### config.mk
export PLATFORM = sky130hd
export DESIGN_NAME = sram_arbiter
export DESIGN_NICKNAME = d
export VERILOG_FILES = /design/src/rtl/sram_arbiter_pkg.sv /design/src/rtl/sram_arbiter_arb_rr2.sv /design/src/rtl/sram_arbiter.sv
export SDC_FILE = /design/constraint.sdc
export NUM_CORES = 1
export LEC_CHECK = 0
export CELL_PAD_IN_SITES_DETAIL_PLACEMENT = 0
export CELL_PAD_IN_SITES_GLOBAL_PLACEMENT = 1
export CORE_MARGIN = 2
export CORE_UTILIZATION = 34
export CTS_CLUSTER_DIAMETER = 120
export DETAILED_ROUTE_END_ITERATION = 8
export GPL_ROUTABILITY_DRIVEN = 0
export PLACE_DENSITY_LB_ADDON = 0.25
export SYNTH_ARGS = -nofsm -noshare
export SYNTH_HDL_FRONTEND = slang
export SYNTH_SLANG_ARGS = --single-unit
### constraint.sdc
create_clock -name clk_i -period 9.2 [get_ports clk_i]
set_input_delay 1.84 -clock clk_i [delete_from_list [all_inputs] [get_ports clk_i]]
set_output_delay 1.84 -clock clk_i [all_outputs]
set_load 0.02 [all_outputs]
### src/rtl/sram_arbiter_pkg.sv
// Shared definitions for the SRAM arbiter: read/write codes, byte-enable
// constant, FSM state encoding and owner codes.
package sram_arbiter_pkg;

  localparam logic       RW_READ  = 1'b1;
  localparam logic       RW_WRITE = 1'b0;
  localparam logic [3:0] BE_ALL_N = 4'b0000;

  typedef enum logic [1:0] {
    ST_IDLE  = 2'd0,
    ST_ISSUE = 2'd1,
    ST_WAIT  = 2'd2
  } state_e;

  // Owner code doubles as the bit index into the request/grant vectors.
  typedef enum logic {
    OWN_IF  = 1'b0,
    OWN_MEM = 1'b1
  } owner_e;

endpackage

### src/rtl/sram_arbiter_arb_rr2.sv
// arb_rr2: 2-input round-robin picker.
//   clk_i, rst_i : clock, async active-high reset
//   req[1:0]     : requests (bit 0 = IF, bit 1 = MEM)
//   advance      : grant was taken this cycle; record it as last_grant
//   grant[1:0]   : one-hot grant (combinational from req and last_grant)
module arb_rr2 (
  input  logic       clk_i,
  input  logic       rst_i,
  input  logic [1:0] req,
  input  logic       advance,
  output logic [1:0] grant
);

  // 0 = IF was granted last, 1 = MEM was granted last.
  logic last_mem;

  always_comb begin
    grant = 2'b00;
    case (req)
      2'b01:   grant = 2'b01;
      2'b10:   grant = 2'b10;
      2'b11:   grant = last_mem ? 2'b01 : 2'b10;
      default: grant = 2'b00;
    endcase
  end

  always_ff @(posedge clk_i or posedge rst_i) begin
    if (rst_i)                  last_mem <= 1'b0;
    else if (advance && |grant) last_mem <= grant[1];
  end

endmodule

### src/rtl/sram_arbiter.sv
// sram_arbiter: shares one sram_ctl between instruction fetch (IF, read-only)
// and the MEM stage (read/write). Round-robin grant, IDLE -> ISSUE -> WAIT
// sequencing of the sram_ctl start/ready/finish handshake, fetch stall.
//
// Ports:
//   clk_i, rst_i                      clock, async active-high reset
//   if_req_i/if_addr_i                IF read request
//   if_gnt_o/if_rvalid_o/if_rdata_o   IF accept pulse, data-valid pulse, data
//   mem_req_i/rw/addr/wdata/be_n_i    MEM request
//   mem_gnt_o/rvalid/wdone/rdata_o    MEM accept, read-valid, write-done, data
//   ctl_*_o                           registered command to sram_ctl
//   ctl_data_i/r_ready/w_finish/busy  sram_ctl responses
//   stall_o                           fetch stall to pc_reg
//   timeout_o                         abort pulse (0 unless timeout enabled)
//
// Optional feature: define SRAM_ARB_TIMEOUT_EN to abort a WAIT that lasts
// TIMEOUT cycles without completion.
module sram_arbiter
  import sram_arbiter_pkg::*;
#(
  parameter int ADDR_W  = 24,
  parameter int DATA_W  = 32,
  parameter int TIMEOUT = 255
) (
  input  logic              clk_i,
  input  logic              rst_i,
  input  logic              if_req_i,
  input  logic [ADDR_W-1:0] if_addr_i,
  output logic              if_gnt_o,
  output logic              if_rvalid_o,
  output logic [DATA_W-1:0] if_rdata_o,
  input  logic              mem_req_i,
  input  logic              mem_rw_i,
  input  logic [ADDR_W-1:0] mem_addr_i,
  input  logic [DATA_W-1:0] mem_wdata_i,
  input  logic [3:0]        mem_be_n_i,
  output logic              mem_gnt_o,
  output logic              mem_rvalid_o,
  output logic              mem_wdone_o,
  output logic [DATA_W-1:0] mem_rdata_o,
  output logic              ctl_start_o,
  output logic              ctl_rw_o,
  output logic [ADDR_W-1:0] ctl_addr_o,
  output logic [DATA_W-1:0] ctl_data_o,
  output logic [3:0]        ctl_be_n_o,
  input  logic [DATA_W-1:0] ctl_data_i,
  input  logic              ctl_r_ready_i,
  input  logic              ctl_w_finish_i,
  input  logic              ctl_busy_i,
  output logic              stall_o,
  output logic              timeout_o
);

  typedef struct packed {
    logic              rw;
    logic [3:0]        be_n;
    logic [ADDR_W-1:0] addr;
    logic [DATA_W-1:0] data;
  } ctl_req_t;

  localparam ctl_req_t CTL_RST = '{rw: RW_READ, be_n: 4'hF,
                                   addr: {ADDR_W{1'b0}}, data: {DATA_W{1'b0}}};

  state_e            state, state_nxt;
  owner_e            owner;
  ctl_req_t          ctl_q, if_fields, mem_fields;
  logic [1:0]        grant;
  logic              take, fin, complete, expire, is_read;
  logic [DATA_W-1:0] rd_word;

  arb_rr2 u_rr (
    .clk_i   (clk_i),
    .rst_i   (rst_i),
    .req     ({mem_req_i, if_req_i}),
    .advance (take),
    .grant   (grant)
  );

  assign if_fields  = '{rw: RW_READ, be_n: BE_ALL_N, addr: if_addr_i,
                        data: {DATA_W{1'b0}}};
  assign mem_fields = '{rw: mem_rw_i, be_n: mem_be_n_i, addr: mem_addr_i,
                        data: mem_wdata_i};

  // Only the flag matching the latched direction counts as completion.
  assign is_read  = (ctl_q.rw == RW_READ);
  assign complete = is_read ? ctl_r_ready_i : ctl_w_finish_i;
  // An aborted read returns zero.
  assign rd_word  = expire ? {DATA_W{1'b0}} : ctl_data_i;

`ifdef SRAM_ARB_TIMEOUT_EN
  localparam int CNT_W = $clog2(TIMEOUT + 1);
  logic [CNT_W-1:0] wait_cnt;

  // Counter is zero in the first WAIT cycle; expiry fires on the edge that
  // closes the TIMEOUT-th WAIT cycle.
  always_ff @(posedge clk_i or posedge rst_i) begin
    if (rst_i) begin
      wait_cnt  <= '0;
      timeout_o <= 1'b0;
    end else begin
      wait_cnt  <= (state == ST_WAIT) ? wait_cnt + CNT_W'(1) : '0;
      timeout_o <= expire;
    end
  end

  assign expire = (state == ST_WAIT) & ~complete &
                  (wait_cnt == CNT_W'(TIMEOUT - 1));
`else
  logic unused_timeout;
  assign unused_timeout = ^TIMEOUT;
  assign expire         = 1'b0;
  assign timeout_o      = 1'b0;
`endif

  always_comb begin
    state_nxt = state;
    take      = 1'b0;
    fin       = 1'b0;
    case (state)
      ST_IDLE: begin
        if (|grant) begin
          take      = 1'b1;
          state_nxt = ST_ISSUE;
        end
      end
      ST_ISSUE: begin
        if (!ctl_busy_i) state_nxt = ST_WAIT;
      end
      ST_WAIT: begin
        if (complete || expire) begin
          fin       = 1'b1;
          state_nxt = ST_IDLE;
        end
      end
      default: state_nxt = ST_IDLE;
    endcase
  end

  always_ff @(posedge clk_i or posedge rst_i) begin
    if (rst_i) begin
      state        <= ST_IDLE;
      owner        <= OWN_IF;
      ctl_q        <= CTL_RST;
      if_gnt_o     <= 1'b0;
      mem_gnt_o    <= 1'b0;
      if_rvalid_o  <= 1'b0;
      mem_rvalid_o <= 1'b0;
      mem_wdone_o  <= 1'b0;
      if_rdata_o   <= '0;
      mem_rdata_o  <= '0;
    end else begin
      state        <= state_nxt;
      if_gnt_o     <= take & grant[0];
      mem_gnt_o    <= take & grant[1];
      if_rvalid_o  <= fin & is_read & (owner == OWN_IF);
      mem_rvalid_o <= fin & is_read & (owner == OWN_MEM);
      mem_wdone_o  <= fin & ~is_read;
      if (take) begin
        owner <= grant[1] ? OWN_MEM : OWN_IF;
        ctl_q <= grant[1] ? mem_fields : if_fields;
      end
      if (fin && is_read) begin
        if (owner == OWN_IF) if_rdata_o  <= rd_word;
        else                 mem_rdata_o <= rd_word;
      end
    end
  end

  assign ctl_start_o = (state == ST_ISSUE);
  assign ctl_rw_o    = ctl_q.rw;
  assign ctl_be_n_o  = ctl_q.be_n;
  assign ctl_addr_o  = ctl_q.addr;
  assign ctl_data_o  = ctl_q.data;
  assign stall_o     = if_req_i & ~if_rvalid_o;

endmodule
==> results of run 1 <==
cell usage in the layout, fill, tap and decap left out, drive strengths merged, types with 2 or more instances in the layout:
master,synthesis,final
bufinv,0,2
dfstp,5,5
mux2,64,64
a21oi,2,2
buf,13,4
dfrtp,129,129
clkdlybuf4s50,0,255
nor2,4,4
inv,8,8
nand2,5,5
a221o,24,24
a22o,36,36
o21a,24,24
clkbuf,13,23
clkinv,0,7
sequential cells by signal (all words and copies together) (netlist names):
register	cells
mem_rdata_o	32
owner	1
ctl_be_n_o	4
u_rr.last_mem	1
mem_rvalid_o	1
mem_gnt_o	1
mem_wdone_o	1
state	2
ctl_addr_o	24
if_rdata_o	32
ctl_data_o	32
if_rvalid_o	1
ctl_rw_o	1
if_gnt_o	1
logic make-up (layout without fill, tap and decap cells):
logic type / after synthesis / after routing
and+or+nand+nor: 16 / 16
muxes: 64 / 64
other: 1 / 1
buffers and inverters: 34 / 299
AOI/OAI and AO/OA: 90 / 90
DFF: 134 / 134
power by group through the flow:
stage	Sequential, mW	Combinational, mW	Clock (mW)
after floorplan	1.33	0.480	0
after global placement	1.02	1.47	0
after detailed placement	1.02	1.49	0
after CTS	1.02	1.49	0.665
after global routing	1.05	1.56	0.688
final	1.01	1.47	0.647
layout make-up:
cell class	count	area [um2]
clock buffer	23	458
fill	1283	6710
inverter	8	35.0
timing repair buffer	259	2580
multi-input combinational	171	1720
clock inverter	9	103
sequential	134	3360
tap	188	235
worst max-delay path by stage:
stage               slack, ps  cells past startpoint       endpoint
floorplan                3790                      1  ctl_addr_o[0]
global placement         4080                      4        stall_o
detailed placement       4060                      4        stall_o
CTS                      4060                      4        stall_o
global route             3980                      4        stall_o
finish                   4060                      4        stall_o
routing by layer:
metal / vias up / routed length, um / GRT usage (%)
li1: 1751 / - / -
met1: 1883 / 6010 / 21.2
met2: 190 / 6440 / 26.7
met3: 24 / 1360 / 7.73
met4: 0 / 327 / 7.93
met5: - / 0 / 0
worst max-delay path, stage by stage:
cell and delay (ps):
clkdlybuf4s50_1 540, inv_1 160, nor2_1 140, clkdlybuf4s50_1 610
stage by stage:
step / hold WS (ps) / total power, mW / util [%] / worst slack [ps] / std cells
final: 500 / 3.13 / 55.9 / 4060 / 792
after global routing: 519 / 3.30 / 55.9 / 3980 / 792
after CTS: 503 / 3.17 / 55.9 / 4060 / 792
after detailed placement: 481 / 2.51 / 52.2 / 4060 / 760
after global placement: 483 / 2.48 / 52.2 / 4080 / 760
after floorplan: 518 / 1.81 / - / 3790 / 339
==> flow_summary_export.csv, run 1 <==
group,metric,value,unit
power_and_ir_drop,p_clk_share,20.6,%
layout,design_area,8500,um2
grt,first_global_vias,4045,
clocking,insertion_delay,420,ps
die,row_count,45,
grt,overflow,0,
logic_synthesis,yosys.area.top_type,"dfrtp_1",
logic_synthesis,synth_area_leaders,"dfrtp_1 (61%), mux2_4 (8.3%), mux2_2 (7.5%)",
critical_path,startpoint,"if_req_i",
timing,setup_violations,0,
critical_path,critical_path_required,7360,ps
logic_synthesis,ys.flop_type,"dfrtp_1",
logic_synthesis,synth_cell_types,29,
critical_path,critPathLaunchType,"input pin",
min_path,worstHoldEndpoint,"ctl_data_o[7]",
clocking,tritoncts,"done",
logic_synthesis,ys_ff_latch,134,
clocking,htree_num_levels,4,
timing,fin_crit_sh,55.8,%
logic_synthesis,synthAdderAreaFrac,0,%
die,ios,257,
flow_run,cap_violations,0,
clocking,post_cts_resized,0,
grt,antenna_found_initial,0,
grt,grt_use_total,17.4,%
timing,worst_pin_slew,1160,ps
grt,grt_pass1_wl,21.8,mm
timing,fin_skew,8.26,ps
route,vias_per_cell,4.86,
critical_path,path_class,"in -> out",
critical_path,end_kind,"primary output",
power_and_ir_drop,leakagePower,3.76,nW
timing,slew_viol_final,0,
die,coreArea,15200,um2
route,dr.first_iter.drc_count,122,
critical_path,r2r_start,"state[1]",
route,final_antenna_net_count,0,
timing,max_clock_freq,195,MHz
layout,fin_nets,715,
power_and_ir_drop,p_switching,1.08,mW
clocking,cts_setup_buffers,0,
die,initial_utilization,34.7,%
power_and_ir_drop,pwr-share-seq,32.4,%
route,vias,3848,
critical_path,r2r_slack,6750,ps
clocking,cts_hold_buf,0,
logic_synthesis,synth_seq_area_share,63.7,%
logic_synthesis,yosysTopAreaCellShare,61.2,%
timing,tns,0,ps
clocking,cts_buffers,17,
placement,placed_area,7940,um2
power_and_ir_drop,ir_drop,0.158,mV
min_path,min_path_type,"reg -> reg",
power_and_ir_drop,combPwrFrac,47.0,%
timing,fin_crit,5140,ps
logic_synthesis,synthMuxAreaShare,15.7,%
route,first_pass_iters,5,
layout,drive_gt1_share,17.7,%
outcome,status,"complete, no violations",
placement,portBuffers,255,
min_path,holdPathStages,1,
logic_synthesis,syn_inst,339,
critical_path,r2r_cells,3,
logic_synthesis,async_flop_share,100,%
die,die_h,129,um
timing,finalHoldViolations,0,
logic_synthesis,avgSynthCellArea,15.6,um2
clocking,clock-root-buffer,"clkbuf_16",
logic_synthesis,synth.most_common_cell,"dfrtp_1",
layout,diodes,0,
route,wl,14.1,mm
logic_synthesis,synth_simple_gate_area_share,1.71,%
logic_synthesis,syn-num-nets,463,
critical_path,cp.arrival,3300,ps
logic_synthesis,synth_compound_area_share,15.0,%
route,drc,0,
logic_synthesis,synth_edf_count,0,
logic_synthesis,synth_top_family_by_area,"multiplexers",
clocking,clock-sinks,134,
die,die_w,129,um
critical_path,cp_max_fo,4,
power_and_ir_drop,powerDensity,369,nW/um2
grt,grt_start_max_net_pins,83,
logic_synthesis,synthXorXnorAreaFrac,0,%
timing,rsz0062_at_grt,"no",
logic_synthesis,synth_area,5270,um2
timing,slew-limit-headroom,22.5,%
clocking,clk_pin_slew,50,ps
die,design.die.area,16500,um2
min_path,min_from,"ctl_data_o[7]",
power_and_ir_drop,p_int,2.06,mW
placement,hpwl,9.80,mm
logic_synthesis,yosys_warnings,0,
layout,syn_to_final_growth,61.2,%
critical_path,worstReg2RegEnd,"ctl_addr_o[9]",
logic_synthesis,yosys-top-cells-count,"dfrtp_1 (129), a22o_1 (36), mux2_2 (35)",
route,routedWlPerCell,17.8,um
clocking,cts_buffer_depth,2,
power_and_ir_drop,netSwitchingFraction,34.4,%
Power figures use the tool's default switching activity.
==> inputs of run 2 (changes only) <==
--- a/config.mk
+++ b/config.mk
@@ -8,7 +8,7 @@
 export CELL_PAD_IN_SITES_DETAIL_PLACEMENT = 0
 export CELL_PAD_IN_SITES_GLOBAL_PLACEMENT = 1
 export CORE_MARGIN = 2
-export CORE_UTILIZATION = 34
+export CORE_UTILIZATION = 32
 export CTS_CLUSTER_DIAMETER = 120
 export DETAILED_ROUTE_END_ITERATION = 8
 export GPL_ROUTABILITY_DRIVEN = 0
==> constraint.sdc (replaced) <==
create_clock -name clk_i -period 5.3 [get_ports clk_i]
set_input_delay 1.06 -clock clk_i [delete_from_list [all_inputs] [get_ports clk_i]]
set_output_delay 1.06 -clock clk_i [all_outputs]
set_load 0.02 [all_outputs]
==> run 2 against run 1 <==
Against the previous run: design area grew 1.1%; worst setup slack got worse by 2300 ps; non-clock buffer count unchanged; critical path depth stayed put; total power is 77% higher; wire length rose by 3.5%; combinational power grew 73%; largest cell class unchanged; first-iteration DRC count increased by 49%; die area up 6.0%; global-route usage is 0.42 points lower; hold slack got worse by 14 ps; sequential share of layout area fell by 0.43 points.
==> flow_summary_export.csv, run 2 (synthesized netlist as in run 1, its figures left out) <==
group,metric,value,unit
placement,portBuffers,255,
layout,mostFrequentLayoutCells,"clkdlybuf4s50_1 (255), dfrtp_1 (129), a22o_1 (36)",
timing,slew_viol_final,0,
power_and_ir_drop,total_power,5.55,mW
clocking,htree_num_levels,4,
power_and_ir_drop,ir_drop,0.271,mV
die,row_count,46,
route,routedWlPerCell,17.9,um
timing,max_clock_freq,283,MHz
route,dr.first_iter.drc_count,182,
critical_path,end_kind,"primary output",
timing,finalHoldViolations,0,
die,die_w,132,um
min_path,min_path_type,"reg -> reg",
outcome,status,"complete, no violations",
clocking,cts_buffers,17,
die,die_h,132,um
power_and_ir_drop,leakagePower,3.79,nW
route,first_pass_iters,4,
grt,grt_start_max_net_pins,113,
grt,first_global_vias,4097,
timing,tns,0,ps
timing,fin_crit,3530,ps
route,wl,14.6,mm
layout,syn_to_final_growth,62.9,%
clocking,clk_pin_slew,50,ps
layout,drive_gt1_share,18.2,%
timing,fin_crit_sh,66.6,%
layout,final_common_cell,"clkdlybuf4s50_1",
clocking,post_cts_resized,0,
grt,antenna_found_initial,0,
flow_run,cap_violations,0,
route,vias_per_cell,4.74,
route,vias,3883,
clocking,clock-sinks,134,
critical_path,cp_max_fo,4,
critical_path,r2r_slack,2820,ps
clocking,tritoncts,"done",
timing,slew-limit-headroom,20.7,%
layout,fill_cells,1378,
grt,grt_use_total,17.0,%
timing,fin_skew,5.11,ps
timing,setup_violations,0,
grt,overflow,0,
critical_path,critPathLaunchType,"input pin",
layout,diodes,0,
die,design.die.area,17500,um2
clocking,clock-root-buffer,"clkbuf_16",
die,ios,257,
route,final_antenna_net_count,0,
layout,fin_nets,715,
clocking,insertion_delay,410,ps
clocking,cts_buffer_depth,2,
grt,grt_pass1_wl,23.1,mm
clocking,cts_setup_buffers,0,
power_and_ir_drop,powerDensity,646,nW/um2
route,drc,0,
clocking,cts_hold_buf,0,
critical_path,critical_path_required,4240,ps
die,initial_utilization,33.0,%
die,coreArea,16000,um2
critical_path,path_class,"in -> out",
timing,worst_pin_slew,1190,ps
placement,hpwl,10.1,mm
critical_path,cp.arrival,2470,ps
timing,rsz0062_at_grt,"no",
[run 2: layer usage]
layer | wire (um) | up-vias | GRT usage, % | share of wire, %
li1 | - | 1755 | - | -
met1 | 6250 | 1930 | 21.4 | 43
met2 | 6920 | 181 | 26.5 | 47
met3 | 1240 | 17 | 6.31 | 8.5
met4 | 214 | 0 | 6.87 | 1.5
met5 | 0 | - | 0 | 0
[run 2: area by class of cell]
class,instances,area [um2],share of cell area (%)
flip-flops and latches,134,3360,39.1
repair buffers,259,2580,30.1
clock inverters,8,120,1.40
clock buffers,23,498,5.80
well taps,216,270,3.15
inverters,8,35.0,0.408
multi-input cells,171,1720,20.1
[run 2: worst max-delay path, cell delays in order]
cell	delay, ps
clkdlybuf4s50_1	540
inv_1	110
nor2_1	120
clkdlybuf4s50_1	630
[run 2: final timing paths]
check                              start              end  cells past startpoint
worst min register to register     owner      if_rvalid_o                      1
max in group asynchronous          rst_i  mem_rdata_o[28]                      3
worst min-delay path               owner      if_rvalid_o                      1
worst max-delay path            if_req_i          stall_o                      4
min in group asynchronous          rst_i   ctl_addr_o[15]                      2
worst max register to register  state[1]   ctl_addr_o[17]                      3
[run 2: metrics by stage]
stage          instance area (um2)  setup slack [ps]  util [%]  hold WS, ps  instances
2_1_floorplan                 5270               666         -          518        339
3_3_place_gp                  7970              1740      49.8          475        788
3_5_place_dp                  7970              1730      49.8          481        788
4_1_cts                       8590              1730      53.7          490        819
5_1_grt                       8590              1690      53.7          512        819
6_report                      8590              1770      53.7          486        819
[run 2: report_power, final]
part / leakage (nW) / switching [mW] / internal, mW
logic: 1.81 / 1.19 / 1.36
registers: 1.68 / 0.270 / 1.50
clock network: 0.301 / 0.427 / 0.798
==> inputs of run 3 (changes only) <==
--- a/config.mk
+++ b/config.mk
@@ -8,7 +8,7 @@
 export CELL_PAD_IN_SITES_DETAIL_PLACEMENT = 0
 export CELL_PAD_IN_SITES_GLOBAL_PLACEMENT = 1
 export CORE_MARGIN = 2
-export CORE_UTILIZATION = 32
+export CORE_UTILIZATION = 28
 export CTS_CLUSTER_DIAMETER = 120
 export DETAILED_ROUTE_END_ITERATION = 8
 export GPL_ROUTABILITY_DRIVEN = 0
==> constraint.sdc (replaced) <==
create_clock -name clk_i -period 3.2 [get_ports clk_i]
set_input_delay 0.64 -clock clk_i [delete_from_list [all_inputs] [get_ports clk_i]]
set_output_delay 0.64 -clock clk_i [all_outputs]
set_load 0.02 [all_outputs]
==> run 3 against run 2 <==
Against the previous run: non-clock buffer count grew 7; cell count increased by 3.2%; sequential share of layout area shrank 0.48 points; die area grew 14%; combinational power grew 67%; critical path type unchanged; flip-flop and latch count unchanged; design area up 1.3%; clock power is 63% higher; register-to-register slack worse by 1600 ps; critical path depth did not move; first-iteration DRC count decreased by 20%.
==> flow_summary_export.csv, run 3 (synthesized netlist as in run 1, its figures left out) <==
group,metric,value,unit
outcome,status,"complete, no violations",
die,coreArea,18600,um2
route,wl,15.0,mm
clocking,cts_setup_buffers,0,
critical_path,r2r_slack,1250,ps
route,final_antenna_net_count,0,
placement,hpwl,10.6,mm
grt,first_global_vias,4221,
die,die_h,141,um
clocking,clk_pin_slew,60,ps
route,routedWlPerCell,17.8,um
clocking,post_cts_resized,0,
grt,overflow,0,
clocking,cts_buffers,17,
layout,fin_nets,722,
timing,fin_skew,6.44,ps
layout,diodes,0,
critical_path,cp.arrival,2080,ps
placement,placed_cells,813,
clocking,tritoncts,"done",
flow_run,cap_violations,0,
die,ios,257,
timing,whs,500,ps
critical_path,endpoint,"stall_o",
power_and_ir_drop,powerDensity,1060,nW/um2
layout,drive_gt1_share,19.3,%
clocking,insertion_delay,410,ps
critical_path,cp_max_fo,4,
timing,setup_violations,0,
layout,final_common_cell,"clkdlybuf4s50_1",
route,first_pass_iters,4,
timing,worst_pin_slew,1010,ps
route,vias_per_cell,4.59,
layout,stdcell_count,845,
critical_path,r2r_start,"state[1]",
timing,slew-limit-headroom,33.0,%
power_and_ir_drop,ir_drop,0.426,mV
timing,fin_crit,2720,ps
timing,tns,0,ps
grt,grt_use_total,15.1,%
timing,fin_crit_sh,85.1,%
timing,slew_viol_final,0,
critical_path,path_class,"in -> out",
clocking,htree_num_levels,4,
clocking,cts_buffer_depth,2,
layout,multi_input_comb_area,1730,um2
clocking,clock-sinks,134,
timing,max_clock_freq,367,MHz
die,design.die.area,19900,um2
layout,syn_to_final_growth,65.0,%
die,die_w,141,um
power_and_ir_drop,leakagePower,3.82,nW
die,initial_utilization,28.4,%
route,vias,3881,
route,drc,0,
die,row_count,50,
critical_path,critPathLaunchType,"input pin",
timing,finalHoldViolations,0,
grt,grt_pass1_wl,23.2,mm
grt,grt_start_max_net_pins,53,
layout,seqCellArea,3360,um2
timing,rsz0062_at_grt,"no",
route,dr.first_iter.drc_count,145,
critical_path,worstReg2RegEnd,"ctl_addr_o[9]",
min_path,min_path_type,"reg -> reg",
layout,fill_cells,1639,
clocking,clock-root-buffer,"clkbuf_16",
placement,portBuffers,255,
grt,antenna_found_initial,0,
layout,mostFrequentLayoutCells,"clkdlybuf4s50_1 (255), dfrtp_1 (129), a22o_1 (36)",
critical_path,critical_path_required,2560,ps
critical_path,end_kind,"primary output",
clocking,cts_hold_buf,0,
power_and_ir_drop,total_power,9.21,mW
critical_path,r2r_cells,4,
critical_path,startpoint,"if_req_i",
-- run 3: area by class of cell --
type	instances	area share, %
repair buffers	266	30.7
flip-flops and latches	134	38.6
clock inverters	14	2.04
clock buffers	18	4.93
multi-input cells	171	19.9
well taps	234	3.37
inverters	8	0.388
-- run 3: critical path, stage by stage --
cell	delay, ps
clkdlybuf4s50_1	570
inv_1	120
nor2_1	110
clkdlybuf4s50_1	630
-- run 3: worst min path at each step --
stage / start / endpoint / slack, ps / cells after the start
after global routing: if_rdata_o[12] / if_rdata_o[12] / 510 / 1
after CTS: ctl_data_o[28] / ctl_data_o[28] / 500 / 1
after global placement: ctl_data_o[15] / ctl_data_o[15] / 480 / 1
after floorplan: owner / owner / 520 / 2
final: ctl_data_o[20] / ctl_data_o[20] / 500 / 1
after detailed placement: ctl_data_o[28] / ctl_data_o[28] / 480 / 1
-- run 3: through the flow --
stage	util [%]	worst slack, ps	instance area, um2
3_3_place_gp	43.5	449	8090
2_1_floorplan	-	899	5280
5_1_grt	46.8	427	8700
3_5_place_dp	43.5	446	8090
4_1_cts	46.8	446	8700
6_report	46.8	478	8700
-- run 3: per-layer routing --
layer | wire length [um] | track usage, %
met5 | 0 | 0
met4 | 225 | 5.37
met3 | 1360 | 6.08
met2 | 7110 | 24.4
met1 | 6330 | 18.2
-- run 3: report_power, final --
part / internal (mW) / switching (mW) / total, mW / leakage [nW]
clock network: 1.23 / 0.773 / 2.01 / 0.288
logic: 2.29 / 1.98 / 4.27 / 1.85
registers: 2.49 / 0.442 / 2.93 / 1.68
total: 6.01 / 3.20 / 9.21 / 3.82
